**src/rtl/dbg_capture_pkg.sv**
```systemverilog
// Shared types and constants for the debug-word capture UART.
package dbg_capture_pkg;

  typedef enum logic [1:0] {
    TX_IDLE  = 2'd0,
    TX_START = 2'd1,
    TX_DATA  = 2'd2,
    TX_STOP  = 2'd3
  } tx_state_e;

  localparam int unsigned FRAME_BITS     = 10;
  localparam int unsigned BYTES_PER_WORD = 2;
  localparam int unsigned DATA_BITS      = FRAME_BITS - 2;
  localparam int unsigned DBG_W          = 16;
  localparam int unsigned TIMER_W        = 16;
  localparam int unsigned BIT_W          = 3;
  localparam int unsigned BYTE_W         = 1;

endpackage

```
**src/rtl/dbg_fifo.sv**
```systemverilog
// Show-ahead synchronous FIFO; full is judged on the pre-edge level, so a
// push into a full FIFO is dropped even when a pop happens on the same edge.
module dbg_fifo #(
  parameter int unsigned WIDTH      = 16,
  parameter int unsigned DEPTH_LOG2 = 4
) (
  input  logic                  clk,
  input  logic                  rst,
  input  logic                  push_i,
  input  logic                  pop_i,
  input  logic [WIDTH-1:0]      wdata_i,
  output logic [WIDTH-1:0]      rdata_c,
  output logic                  full_c,
  output logic                  empty_c,
  output logic [DEPTH_LOG2:0]   level_o
);

  localparam int unsigned DEPTH = 1 << DEPTH_LOG2;
  localparam int unsigned PTR_W = DEPTH_LOG2;
  localparam int unsigned LVL_W = DEPTH_LOG2 + 1;

  logic [WIDTH-1:0] mem_q [DEPTH];
  logic [PTR_W-1:0] wr_ptr_q;
  logic [PTR_W-1:0] rd_ptr_q;
  logic [LVL_W-1:0] level_q;
  logic             push_ok_c;
  logic             pop_ok_c;

  always_comb begin
    full_c    = (level_q == LVL_W'(DEPTH));
    empty_c   = (level_q == '0);
    push_ok_c = push_i && !full_c;
    pop_ok_c  = pop_i && !empty_c;
    rdata_c   = mem_q[rd_ptr_q];
    level_o   = level_q;
  end

  always_ff @(posedge clk) begin
    if (rst) begin
      wr_ptr_q <= '0;
      rd_ptr_q <= '0;
      level_q  <= '0;
    end else begin
      if (push_ok_c) wr_ptr_q <= wr_ptr_q + PTR_W'(1);
      if (pop_ok_c)  rd_ptr_q <= rd_ptr_q + PTR_W'(1);
      case ({push_ok_c, pop_ok_c})
        2'b10:   level_q <= level_q + LVL_W'(1);
        2'b01:   level_q <= level_q - LVL_W'(1);
        default: level_q <= level_q;
      endcase
    end
  end

  // Storage carries no reset; pointers alone define validity.
  always_ff @(posedge clk) begin
    if (!rst && push_ok_c) mem_q[wr_ptr_q] <= wdata_i;
  end

endmodule

```
**src/rtl/dbg_capture.sv**
```systemverilog
// Captures every change of the CPU debug word into a FIFO and streams each
// word out over an 8N1 UART as two bytes, high byte first.
module dbg_capture
  import dbg_capture_pkg::*;
#(
  parameter int unsigned CLK_DIV    = 868,
  parameter int unsigned DEPTH_LOG2 = 4
) (
  input  logic                  clk,
  input  logic                  rst,
  input  logic [DBG_W-1:0]      dbg_in,
  output logic                  tx,
  output logic [DEPTH_LOG2:0]   level,
  output logic                  overflow,
  output logic                  busy
);

  localparam logic [TIMER_W-1:0] RELOAD    = TIMER_W'(CLK_DIV - 1);
  localparam logic [BIT_W-1:0]   LAST_BIT  = BIT_W'(DATA_BITS - 1);
  localparam logic [BYTE_W-1:0]  LAST_BYTE = BYTE_W'(BYTES_PER_WORD - 1);

  logic [DBG_W-1:0]   dbg_q;
  logic               ovf_q;
  logic               change_c;
  logic               pop_c;
  logic               fifo_full_c;
  logic               fifo_empty_c;
  logic [DBG_W-1:0]   fifo_rdata_c;

  tx_state_e          state_q, state_d;
  logic [TIMER_W-1:0] timer_q, timer_d;
  logic [BIT_W-1:0]   bit_q, bit_d;
  logic [BYTE_W-1:0]  byte_q, byte_d;
  logic [DBG_W-1:0]   word_q, word_d;
  logic               tx_q, tx_d;
  logic               busy_q, busy_d;

  assign change_c = (dbg_in != dbg_q);

  // Overflow is sticky: only reset clears it.
  always_ff @(posedge clk) begin
    if (rst) begin
      dbg_q <= '0;
      ovf_q <= 1'b0;
    end else begin
      dbg_q <= dbg_in;
      if (change_c && fifo_full_c) ovf_q <= 1'b1;
    end
  end

  dbg_fifo #(
    .WIDTH      (DBG_W),
    .DEPTH_LOG2 (DEPTH_LOG2)
  ) u_fifo (
    .clk     (clk),
    .rst     (rst),
    .push_i  (change_c),
    .pop_i   (pop_c),
    .wdata_i (dbg_in),
    .rdata_c (fifo_rdata_c),
    .full_c  (fifo_full_c),
    .empty_c (fifo_empty_c),
    .level_o (level)
  );

  always_ff @(posedge clk) begin
    if (rst) begin
      state_q <= TX_IDLE;
      timer_q <= '0;
      bit_q   <= '0;
      byte_q  <= '0;
      word_q  <= '0;
      tx_q    <= 1'b1;
      busy_q  <= 1'b0;
    end else begin
      state_q <= state_d;
      timer_q <= timer_d;
      bit_q   <= bit_d;
      byte_q  <= byte_d;
      word_q  <= word_d;
      tx_q    <= tx_d;
      busy_q  <= busy_d;
    end
  end

  always_comb begin
    state_d = state_q;
    timer_d = timer_q;
    bit_d   = bit_q;
    byte_d  = byte_q;
    word_d  = word_q;
    pop_c   = 1'b0;
    case (state_q)
      TX_IDLE: begin
        if (!fifo_empty_c) begin
          pop_c   = 1'b1;
          word_d  = fifo_rdata_c;
          byte_d  = '0;
          timer_d = RELOAD;
          state_d = TX_START;
        end
      end
      TX_START: begin
        if (timer_q == '0) begin
          bit_d   = '0;
          timer_d = RELOAD;
          state_d = TX_DATA;
        end else begin
          timer_d = timer_q - TIMER_W'(1);
        end
      end
      TX_DATA: begin
        if (timer_q == '0) begin
          timer_d = RELOAD;
          if (bit_q == LAST_BIT) state_d = TX_STOP;
          else                   bit_d   = bit_q + BIT_W'(1);
        end else begin
          timer_d = timer_q - TIMER_W'(1);
        end
      end
      TX_STOP: begin
        // Next byte of the same word follows with no gap; a queued word
        // is started on the very edge the last stop bit ends.
        if (timer_q == '0) begin
          if (byte_q != LAST_BYTE) begin
            byte_d  = byte_q + BYTE_W'(1);
            timer_d = RELOAD;
            state_d = TX_START;
          end else if (!fifo_empty_c) begin
            pop_c   = 1'b1;
            word_d  = fifo_rdata_c;
            byte_d  = '0;
            timer_d = RELOAD;
            state_d = TX_START;
          end else begin
            state_d = TX_IDLE;
          end
        end else begin
          timer_d = timer_q - TIMER_W'(1);
        end
      end
      default: state_d = TX_IDLE;
    endcase
  end

  // Byte 0 is the high byte, so its bits live at word index {1, bit}.
  always_comb begin
    tx_d   = 1'b1;
    busy_d = (state_d != TX_IDLE);
    case (state_d)
      TX_START: tx_d = 1'b0;
      TX_DATA:  tx_d = word_d[{~byte_d, bit_d}];
      default:  tx_d = 1'b1;
    endcase
  end

  assign tx       = tx_q;
  assign busy     = busy_q;
  assign overflow = ovf_q;

endmodule

```
**config.mk**
```make
export PLATFORM = sky130hd
export DESIGN_NAME = dbg_capture
export DESIGN_NICKNAME = d
export VERILOG_FILES = /design/src/rtl/dbg_capture_pkg.sv /design/src/rtl/dbg_fifo.sv /design/src/rtl/dbg_capture.sv
export SDC_FILE = /design/constraint.sdc
export NUM_CORES = 1
export LEC_CHECK = 0
export CAP_MARGIN = 20
export CORE_ASPECT_RATIO = 0.5
export CORE_MARGIN = 3
export CORE_UTILIZATION = 25
export CTS_BUF_LIST = sky130_fd_sc_hd__clkbuf_4 sky130_fd_sc_hd__clkbuf_8 sky130_fd_sc_hd__clkbuf_16
export DETAILED_ROUTE_END_ITERATION = 16
export PLACE_DENSITY = 0.39
export SLEW_MARGIN = 20
export SYNTH_ARGS = -nofsm -noshare
export SYNTH_HDL_FRONTEND = slang
export SYNTH_SLANG_ARGS = --single-unit
```
**constraint.sdc**
```tcl
create_clock -name clk -period 3.2 [get_ports clk]
set_clock_uncertainty 0.2 [all_clocks]
set_input_delay 0.48 -clock clk [delete_from_list [all_inputs] [get_ports clk]]
set_output_delay 0.48 -clock clk [all_outputs]
set_load 0.01 [all_outputs]
```
==> out/metrics.yaml, run 1 <==
global_routing:
  grt_use_total_pct: 13.3
  grt_pass1_wl_um: 56400
  antenna_found_initial: 0
  grtUsageMet2_pct: 20.7
  top_usage_layer: "met2"
  grt_pass1_vias: 8343
  use_met3_pct: 2.14
  overflow: 0
  grt_start_max_net_pins: 72
  grtUsageMet1_pct: 19.8
routing:
  first_pass_iters: 5
  drc: 0
  drt-vias-per-instance: 4.60
  vias: 8033
  dr.first_iter.drc_count: 538
  wl_per_cell_um: 21.5
  ant_nets: 0
  finalWirelength_um: 37600
synth:
  synth_top_cell_by_area: "edfxtp_1"
  synth_area_um2: 13600
  synth_top_area_share_pct: 56.6
  yosysSeqAreaShare_pct: 67.5
  synth_cell_types: 72
  synth_seq_cells: 330
  synth-main-ff-cell: "edfxtp_1"
  synth_edf_count: 256
  synthCells: 864
  synth.area.top_cells: "edfxtp_1, dfxtp_1, mux4_2"
  syn_area_per_cell_um2: 15.7
  synth_nets: 898
  yosysWarnings: 0
  synthArstFlopShare_pct: 0
timing:
  clock.fmax_mhz: 321
  slew_viol_final: 0
  layout_min_cycle_time_ps: 3110
  fin_setup_tns_ps: 0
  setup_viol_count_final: 0
  tightest_slew_ps: 908
  max_slew_margin_pct: 39.5
  final_hold_viol_count: 0
  fin_crit_sh_pct: 97.3
pwr:
  irDropWorstVdd_v: 0.000403
  cellPowerDensity_nw_per_um2: 759
  leakage_nw: 5.73
  power.total_mw: 12.9
run:
  cap_violations: 0
layout:
  seq_area_um2: 9180
  drive_gt1_share_pct: 28.8
  finalNetCount: 1056
  num-fill-cells: 5169
  antenna_cells: 0
  multi_input_area_um2: 4290
  area_growth_pct: 25.3
clock_tree:
  numClockSinks: 330
  insertion_delay_ps: 530
  cts-buffers-inserted: 34
  path_clk_slew_ps: 60
  clock-root-buffer: "clkbuf_16"
  cts_tree: "built"
  cts_buffer_depth: 3
  ctsHtreeMaxLevel: 2
worst_setup_path:
  worst_setup_path_start_kind: "register"
  path_max_fanout: 15
  crit_type: "reg2reg"
  setup.worst_path.end_class: "register"
  required_ps: 3370
  crit_arrival_ps: 3280
placement:
  gp_congestion: 0.786
  dp_hpwl_um: 25400
  port_buffers: 25
floorplan:
  die_area_um2: 57400
  core-area_um2: 52900
  io-pin-count: 26
  initial_utilization_pct: 25.7
  num_rows: 59
  fp.dieW_um: 336
  die_y_um: 171
run_status:
  status: "completed"
hold_path:
  min_path_type: "reg2reg"
## cell usage after synthesis (all sizes together) (4+ instances only)
cell / n
a211oi: 14
a21o: 4
a21oi: 36
a221oi: 6
a22o: 4
a22oi: 11
a31oi: 8
and2: 9
and3: 4
buf: 20
clkbuf: 18
dfxtp: 74
edfxtp: 256
ha: 15
inv: 19
mux2i: 19
mux4: 65
nand2: 24
nand3: 17
nand4: 4
nor2: 77
nor2b: 29
nor3: 18
nor4: 7
o21ai: 18
or3: 9
xnor2: 8
xor2: 21
## through the flow
step                util (%)  setup WS (ps)  instances  hold WS [ps]  cell area, µm²
global placement        29.9           -920       1679           258           15800
CTS                     32.1           5.59       1744           280           16900
finish                  32.2           86.7       1748           277           17000
global route            32.2          -21.8       1748           318           17000
detailed placement      29.9          -1050       1679           265           15800
floorplan                  -           45.2        864           249           13600
## layer usage
| layer | up-vias | wire (µm) |
|---|---|---|
| met2 | 109 | 16700 |
| met3 | 38 | 1260 |
| met5 | - | 0 |
| met1 | 4173 | 19100 |
| met4 | 0 | 530 |
| li1 | 3713 | - |
## sequential cells by signal (all words and copies together) (netlist names), named ones only
name,cells
u_fifo.level_o,5
dbg_q,16
overflow,1
u_fifo.wr_ptr_q,4
bit_q,3
state_q,2
word_q,16
busy,1
timer_q,16
byte_q,1
u_fifo.mem_q,256
tx,1
u_fifo.rd_ptr_q,4
## worst paths after layout
kind,to,start,cells past startpoint,slack [ps]
setup reg to reg,tx,register,10,90
hold reg to reg,overflow,overflow,2,280
setup / recovery,tx,register,10,90
hold / removal,overflow,overflow,2,280
## area by class of cell
type / instances / share of cell area [%]
clock buffer: 48 / 5.72
clock inverter: 13 / 0.646
inverter: 20 / 0.470
multi-input combinational: 476 / 25.2
sequential: 330 / 53.9
tap: 701 / 5.15
timing repair buffer: 160 / 8.92
## cell families (layout without fill, tap and decap cells)
group                      count (synthesis)  after routing  synth area share, %
AOI/OAI and AO/OA                        132            132                 6.79
xor gates and xnor gates                  29             29                 1.87
adders and majority gates                 16             16                 1.53
buffers and inverters                     58            241                 1.94
DFF                                      330            330                 67.5
muxes                                     85             85                 12.3
and+or+nand+nor                          214            214                 8.15
## timing repair
item	in CTS	in global routing
hold endpoints to repair	1	0
hold buffers	1	0
resized for setup	5	16
buffers inserted	3	4
cloned	0	0
endpoints found under the setup margin	261	23
pin swaps	1	4
## worst max-delay path: stages (launching register included)
cell and delay [ps]:
dfxtp_4 350, buf_12 170, buf_4 140, mux4_2 500
a211oi_1 270, a31oi_1 140, a32o_1 330, a211oi_1 280
a2111oi_2 90, a2111oi_2 350, o211ai_2 130
## where the power goes
| group | internal, mW | switching [mW] | total (mW) |
|---|---|---|---|
| Combinational | 1.87 | 2.16 | 4.03 |
| Sequential | 4.86 | 0.152 | 5.01 |
| Clock | 2.23 | 1.65 | 3.88 |
| Total | 8.96 | 3.97 | 12.9 |
## cell usage in the layout, fill, tap and decap left out, drive strengths merged, types with 9 or more instances in the layout
cell / Yosys / layout
a211oi: 14 / 14
a21oi: 36 / 36
a22oi: 11 / 11
and2: 9 / 9
buf: 20 / 135
clkbuf: 18 / 48
clkdlybuf4s50: 0 / 24
clkinv: 1 / 12
dfxtp: 74 / 74
edfxtp: 256 / 256
ha: 15 / 15
inv: 19 / 20
mux2i: 19 / 19
mux4: 65 / 65
nand2: 24 / 24
nand3: 17 / 17
nor2: 77 / 77
nor2b: 29 / 29
nor3: 18 / 18
o21ai: 18 / 18
or3: 9 / 9
xor2: 21 / 21
Note: power is estimated with default switching activity, not from simulation.
==> run 2, diff against run 1 <==
==> constraint.sdc (replaced) <==
create_clock -name clk -period 3.2 [get_ports clk]
set_clock_uncertainty 0.2 [all_clocks]
set_input_delay 0.48 -clock clk [delete_from_list [all_inputs] [get_ports clk]]
set_output_delay 0.48 -clock clk [all_outputs]
set_load 0.1 [all_outputs]
==> run 2 against run 1 <==
Count of clock-buffer cells in the layout decreased by 4. Cell area down 0.20%. Highest routed layer unchanged. Largest cell class unchanged. Utilization is 0.064 points lower. Critical path depth up 5. Register-to-register slack improved by 70 ps. Cell count down 1.1%.
==> out/metrics.yaml, run 2 (synthesis results as in run 1) <==
global_routing:
  overflow: 0  # unchanged
  grtUsageMet1_pct: 18.8  # was 19.8%
  use_met3_pct: 2.12  # was 2.14%
  antenna_found_initial: 1  # was 0
  grt_pass1_wl_um: 54900  # was 56400 µm
  grtUsageMet2_pct: 20.7  # about the same
  grt_start_max_net_pins: 73  # was 72
  top_usage_layer: "met2"  # unchanged
  grt_use_total_pct: 13.0  # was 13.3%
  grt_pass1_vias: 8151  # was 8343
routing:
  vias: 7931  # was 8033
  drt-vias-per-instance: 4.59  # was 4.60
  dr.first_iter.drc_count: 465  # was 538
  wl_per_cell_um: 21.4  # was 21.5 µm
  drc: 0  # unchanged
  ant_nets: 0  # unchanged
  first_pass_iters: 5  # unchanged
  finalWirelength_um: 37100  # was 37600 µm
layout:
  final-instance-count-excl-fill: 1729  # was 1748
  num-fill-cells: 5176  # was 5169
  area_growth_pct: 25.1  # was 25.3%
  seq_area_um2: 9180  # about the same
  finalNetCount: 1036  # was 1056
  multi_input_area_um2: 4300  # was 4290 µm²
  largest_register_ffs: 256  # unchanged
  layout_common_cells: "edfxtp_1, buf_4, nor2_1"  # unchanged
  final_common_cell: "edfxtp_1"  # unchanged
  top_register: "u_fifo.mem_q"  # unchanged
  drive_gt1_share_pct: 29.4  # was 28.8%
  fin_util_pct: 32.2  # about the same
  antenna_cells: 0  # unchanged
worst_setup_path:
  setup.worst_path.end_class: "register"  # unchanged
  rr_endpoint: "u_fifo.level_o[3]"  # was tx
  rr_worst_depth: 12  # was 10
  cp-startpoint: "dbg_in[12]"
  worst_setup_path_start_kind: "input pin"  # was register
  crit_type: "in2reg"  # was reg2reg
  endpoint: "u_fifo.level_o[3]"  # was tx
  path_max_fanout: 8  # was 15
  reg2reg_setup_slack_ps: 160  # was 90 ps
  r2r-start: "timer_q[13]"
  required_ps: 3370  # about the same
  crit_arrival_ps: 3210  # was 3280 ps
clock_tree:
  cts_buffer_depth: 3  # unchanged
  path_clk_slew_ps: 60  # about the same
  hold_buffers: 0  # was 1
  numClockSinks: 330  # unchanged
  ctsHtreeMaxLevel: 2  # unchanged
  cts_tree: "built"  # unchanged
  insertion_delay_ps: 530  # about the same
  cts-buffers-inserted: 34  # unchanged
  clock-root-buffer: "clkbuf_16"  # unchanged
pwr:
  irDropWorstVdd_v: 0.000340  # was 0.000403 V
  power.total_mw: 13.5  # was 12.9 mW
  p_sw_mw: 4.15  # was 3.97 mW
  clkPwrFrac_pct: 31.9  # was 30.0%
  sw_frac_of_total_pct: 30.8  # was 30.7%
  seqPwrFrac_pct: 37.3  # was 38.8%
  leakage_nw: 5.71  # was 5.73 nW
  power_frac_comb_pct: 30.7  # was 31.2%
  cellPowerDensity_nw_per_um2: 791  # was 759 nW/µm²
  p_int_mw: 9.31  # was 8.96 mW
timing:
  final_hold_viol_count: 0  # unchanged
  tightest_slew_ps: 954  # was 908 ps
  max_slew_margin_pct: 36.4  # was 39.5%
  slew_viol_final: 0  # unchanged
  fin_crit_sh_pct: 95.3  # was 97.3%
  layout_min_cycle_time_ps: 3050  # was 3110 ps
  whs_ps: 283  # was 277 ps
  setup_viol_count_final: 0  # unchanged
  clock.fmax_mhz: 328  # was 321 MHz
floorplan:
  io-pin-count: 26  # unchanged
  die_y_um: 171  # unchanged
  core-area_um2: 52900  # unchanged
  num_rows: 59  # unchanged
  fp.dieW_um: 336  # unchanged
  die_area_um2: 57400  # unchanged
  initial_utilization_pct: 25.7  # unchanged
placement:
  gp_congestion: 0.767  # was 0.786
  place_inst: 1661  # was 1679
  port_buffers: 25  # unchanged
  dp_hpwl_um: 24100  # was 25400 µm
run:
  cap_violations: 0  # unchanged
hold_path:
  min_path_type: "reg2reg"  # unchanged
run_status:
  status: "completed"  # unchanged
run 2: cell count changes in the layout (fill, tap and decap cells not counted), sizes merged, moves of 4 or more:
cell,change
buf,-11
bufinv,+5
clkdlybuf4s50,-8
clkbuf,-4
run 2: repair_timing:
item / in CTS / in global routing
resized for setup: 5 / 12
setup endpoints to repair: 261 / 3
setup buffers: 0 / 6
pin swaps: 1 / 4
run 2: stage by stage:
| stage | setup WS (ps) | setup TNS [ps] | area, µm² |
|---|---|---|---|
| after floorplan | -37.7 | -2410 | 13600 |
| after global placement | -979 | -175750 | 15700 |
| after detailed placement | -1020 | -178530 | 15700 |
| after CTS | 32.1 | 0 | 16900 |
| after global routing | -14.3 | -14.3 | 17000 |
| final | 151 | 0 | 17000 |
run 2: how the worst min path moves through the flow:
| stage | start | end | slack [ps] | cells past startpoint |
|---|---|---|---|---|
| 2_1_floorplan | timer_q[12] | timer_q[12] | 250 | 2 |
| 3_3_place_gp | overflow | overflow | 260 | 2 |
| 3_5_place_dp | word_q[15] | word_q[15] | 280 | 2 |
| 4_1_cts | word_q[15] | word_q[15] | 290 | 2 |
| 5_1_grt | timer_q[1] | timer_q[1] | 310 | 2 |
| 6_report | overflow | overflow | 280 | 2 |
run 2: critical path: stages:
cell and delay [ps]:
clkdlybuf4s50_1 420, buf_4 180, xor2_1 180, nor4_2 350
nand4_1 140, buf_4 180, o21ai_2 90, ha_4 200
ha_1 230, a21o_1 180, a21oi_1 180, xor2_1 190
nor2_1 60, a21oi_1 110, nor2_1 50
run 2: metal layers:
| layer | routed length, µm | part of all wire, % |
|---|---|---|
| met1 | 18100 | 49 |
| met4 | 667 | 1.8 |
| met5 | 0 | 0 |
| met3 | 1370 | 3.7 |
| met2 | 16900 | 46 |
run 2: area by class of cell:
type / count / area share (%)
inverters: 20 / 0.471
well taps: 701 / 5.16
repair buffers: 140 / 7.92
multi-input cells: 476 / 25.3
clock buffers: 44 / 5.59
flip-flops and latches: 330 / 54.0
clock inverters: 18 / 1.53
run 2: power groups by stage:
| stage | combinational, mW | sequential, mW | clock, mW |
|---|---|---|---|
| 3_3_place_gp | 4.09 | 5.11 | 0 |
| 4_1_cts | 4.11 | 5.02 | 4.44 |
| 5_1_grt | 4.51 | 5.05 | 4.59 |
| 2_1_floorplan | 2.42 | 5.25 | 0 |
| 6_report | 4.13 | 5.02 | 4.30 |
| 3_5_place_dp | 4.09 | 5.11 | 0 |
==> run 3, diff against run 2 <==
--- a/config.mk
+++ b/config.mk
@@ -5,6 +5,7 @@
 export SDC_FILE = /design/constraint.sdc
 export NUM_CORES = 1
 export LEC_CHECK = 0
+export ABC_AREA = 1
 export CAP_MARGIN = 20
 export CORE_ASPECT_RATIO = 0.5
 export CORE_MARGIN = 3
==> run 3 against run 2 <==
Sequential power about the same. Cell count up 36%. Cell area rose by 3.3%. First-iteration DRC count grew 42%. Routed wire length up 18%. Via count grew 32%. Largest power group unchanged.
==> out/metrics.yaml, run 3 <==
worst_setup_path:
  crit_top_cell: "nor2_1"
  crit_arrival_ps: 3090  # was 3210 ps
  r2r-start: "timer_q[0]"  # was timer_q[13]
  required_ps: 3150  # was 3370 ps
  crit_type: "in2reg"  # unchanged
  path_max_fanout: 16  # was 8
  crit_slowest_cell: "nor2_2"  # was clkdlybuf4s50_1
  worst_setup_path_start_kind: "input pin"  # unchanged
  cp-startpoint: "dbg_in[9]"  # was dbg_in[12]
  setup.worst_path.end_class: "register"  # unchanged
  crit_path_max_incr_delay_ps: 760  # was 420 ps
  cp_cell_sequence: "clkdlybuf4s50_1 > nor2_1 > o2111ai_2 > buf_6 > or4_4 > nand2_2 > buf_4 > nor2_1 > nand2_1 > nor2_2"  # was clkdlybuf4s50_1 > buf_4 > xor2_1 > nor4_2 > nand4_1 > buf_4 > o21ai_2 > ha_4 > ha_1 > a21o_1 > a21oi_1 > xor2_1 > nor2_1 > a21oi_1 > nor2_1
global_routing:
  antenna_found_initial: 0  # was 1
  grt_use_total_pct: 14.2  # was 13.0%
  grt_pass1_vias: 10000  # was 8151
  overflow: 0  # unchanged
  grt_pass1_wl_um: 65600  # was 54900 µm
  grt_start_max_net_pins: 65  # was 73
synth:
  synth_nets: 1525  # was 898
  synth.top_cells.by_count: "nand2_1, edfxtp_1, nor2_1, nand3_1, inv_1"  # was edfxtp_1, nor2_1, dfxtp_1, mux4_2, a21oi_1
  yosysMostFrequentCell: "nand2_1"  # was edfxtp_1
  synth_compound_area_share_pct: 7.62  # was 6.79%
  synth_top_family_by_area: "simple AND/OR/NAND/NOR gates"  # was multiplexers
  synth-xor-area-share_pct: 1.63  # was 1.87%
  synthSimpleGateAreaFrac_pct: 21.1  # was 8.15%
  synth_seq_cells: 330  # unchanged
  synthArstFlopShare_pct: 0  # unchanged
  synth_top_area_share_pct: 52.9  # was 56.6%
  synth_edf_count: 256  # unchanged
  yosysSeqAreaShare_pct: 63.2  # was 67.5%
  synth.area.mux_share_pct: 0  # was 12.3%
  synth.area.top_cells: "edfxtp_1, dfxtp_1, nand2_1"  # was edfxtp_1, dfxtp_1, mux4_2
  syn_area_per_cell_um2: 9.74  # was 15.7 µm²
  synth_top_cell_by_area: "edfxtp_1"  # unchanged
  synth_cell_types: 41  # was 72
  yosysWarnings: 0  # unchanged
  synth_area_um2: 14500  # was 13600 µm²
  synthAdderAreaFrac_pct: 1.43  # was 1.53%
  synth-main-ff-cell: "edfxtp_1"  # unchanged
  synthCells: 1491  # was 864
clock_tree:
  ctsHtreeMaxLevel: 2  # unchanged
  numClockSinks: 330  # unchanged
  cts-buffers-inserted: 36  # was 34
  clock-root-buffer: "clkbuf_16"  # unchanged
  cts_tree: "built"  # unchanged
  insertion_delay_ps: 550  # was 530 ps
  path_clk_slew_ps: 60  # about the same
  hold_buffers: 0  # unchanged
  post-cts-setup-buffers: 0  # unchanged
  cts_buffer_depth: 3  # unchanged
layout:
  area_growth_pct: 20.9  # was 25.1%
  layout_common_cells: "nand2_1, edfxtp_1, nor2_1"  # was edfxtp_1, buf_4, nor2_1
  top_register: "u_fifo.mem_q"  # unchanged
  multi_input_area_um2: 4700  # was 4300 µm²
  fin_util_pct: 31.1  # was 32.2%
  drive_gt1_share_pct: 13.7  # was 29.4%
  finalNetCount: 1602  # was 1036
  num-fill-cells: 5863  # was 5176
  largest_register_ffs: 256  # unchanged
  seq_area_um2: 9180  # about the same
  final_common_cell: "nand2_1"  # was edfxtp_1
routing:
  first_pass_iters: 4  # was 5
  drt-vias-per-instance: 4.43  # was 4.59
  dr.first_iter.drc_count: 661  # was 465
  ant_nets: 0  # unchanged
  finalWirelength_um: 43700  # was 37100 µm
  drc: 0  # unchanged
  vias: 10400  # was 7931
  wl_per_cell_um: 18.6  # was 21.4 µm
hold_path:
  worstHoldStart: "dbg_in[8]"  # was overflow
  min_path_type: "in2reg"  # was reg2reg
placement:
  dp_hpwl_um: 27700  # was 24100 µm
  port_buffers: 25  # unchanged
  gp_congestion: 0.764  # was 0.767
pwr:
  power.total_mw: 14.0  # was 13.5 mW
  cellPowerDensity_nw_per_um2: 796  # was 791 nW/µm²
  irDropWorstVdd_v: 0.000473  # was 0.000340 V
  leakage_nw: 6.76  # was 5.71 nW
timing:
  max_slew_margin_pct: 35.6  # was 36.4%
  tightest_slew_ps: 965  # was 954 ps
  fin_crit_sh_pct: 98.1  # was 95.3%
  clock.fmax_mhz: 319  # was 328 MHz
  setup_viol_count_final: 0  # unchanged
  final_hold_viol_count: 0  # unchanged
  whs_ps: 248  # was 283 ps
  layout_min_cycle_time_ps: 3140  # was 3050 ps
  slew_viol_final: 0  # unchanged
  rsz0062_at_grt: "yes"
run:
  cap_violations: 0  # unchanged
floorplan:
  fp.dieW_um: 347  # was 336 µm
  core-area_um2: 56500  # was 52900 µm²
  die_y_um: 176  # was 171 µm
  initial_utilization_pct: 25.7  # about the same
  io-pin-count: 26  # unchanged
  die_area_um2: 61200  # was 57400 µm²
  num_rows: 61  # was 59
run_status:
  status: "completed"  # unchanged
## run 3: cell types whose count changed after synthesis, sizes merged, moves of 19 or more
cell	previous run	this run
nand2	24	321
nor2	77	248
nand3	17	154
o21ai	18	120
inv	19	116
mux4	65	0
nor2b	29	0
clkbuf	18	38
mux2i	19	0
## run 3: repair_timing
item	4_1_cts	5_1_grt
endpoints found under the setup margin	66	58
pin swaps	1	0
gates resized for setup	6	7
## run 3: kinds of logic after synthesis
group	Yosys count
simple gates	736
flops	330
compound gates	197
buf+inv	185
xor+xnor	27
fa+ha+maj	16
## run 3: power breakdown
part           total [mW]  switching, mW  internal (mW)
combinational        4.54           3.14           1.40
sequential           5.02          0.162           4.86
clock                4.41           1.81           2.60
total                14.0           5.11           8.86
## run 3: critical path, delay by kind of cell
family | cells | cell delay, ps
AOI/OAI and AO/OA | 1 | 240
buffers and inverters | 3 | 880
and+or+nand+nor | 6 | 1460
## run 3: path summary, 6_finish.rpt
check                       end  slack (ps)  cells past startpoint
max          u_fifo.mem_q[4][1]          60                     10
min                    dbg_q[8]         250                      4
max reg2reg   u_fifo.level_o[4]         230                     19
min reg2reg  u_fifo.rd_ptr_q[3]         280                      2
## run 3: layout make-up
type	instances	area share, %
Timing Repair Buffer	108	5.99
Clock inverter	14	0.998
Tap cell	756	5.39
Multi-Input combinational cell	976	26.8
Inverter	116	2.49
Sequential cell	330	52.3
Antenna cell	1	0.0143
Clock buffer	52	6.09
## run 3: layer usage
| metal | GRT usage (%) | wire, µm |
|---|---|---|
| met5 | 0 | 0 |
| met4 | 2.84 | 626 |
| met1 | 21.2 | 22400 |
| met2 | 21.1 | 18500 |
| met3 | 2.95 | 2260 |
## run 3: stage by stage
| step | setup TNS, ps | instances | setup slack, ps | area [µm²] |
|---|---|---|---|---|
| floorplan | 0 | 1491 | 9.85 | 14500 |
| global placement | -110920 | 2286 | -683 | 16300 |
| detailed placement | -125220 | 2286 | -727 | 16300 |
| CTS | -2450 | 2352 | -95.7 | 17500 |
| global route | -2580 | 2352 | -97.0 | 17600 |
| finish | 0 | 2353 | 60.6 | 17600 |
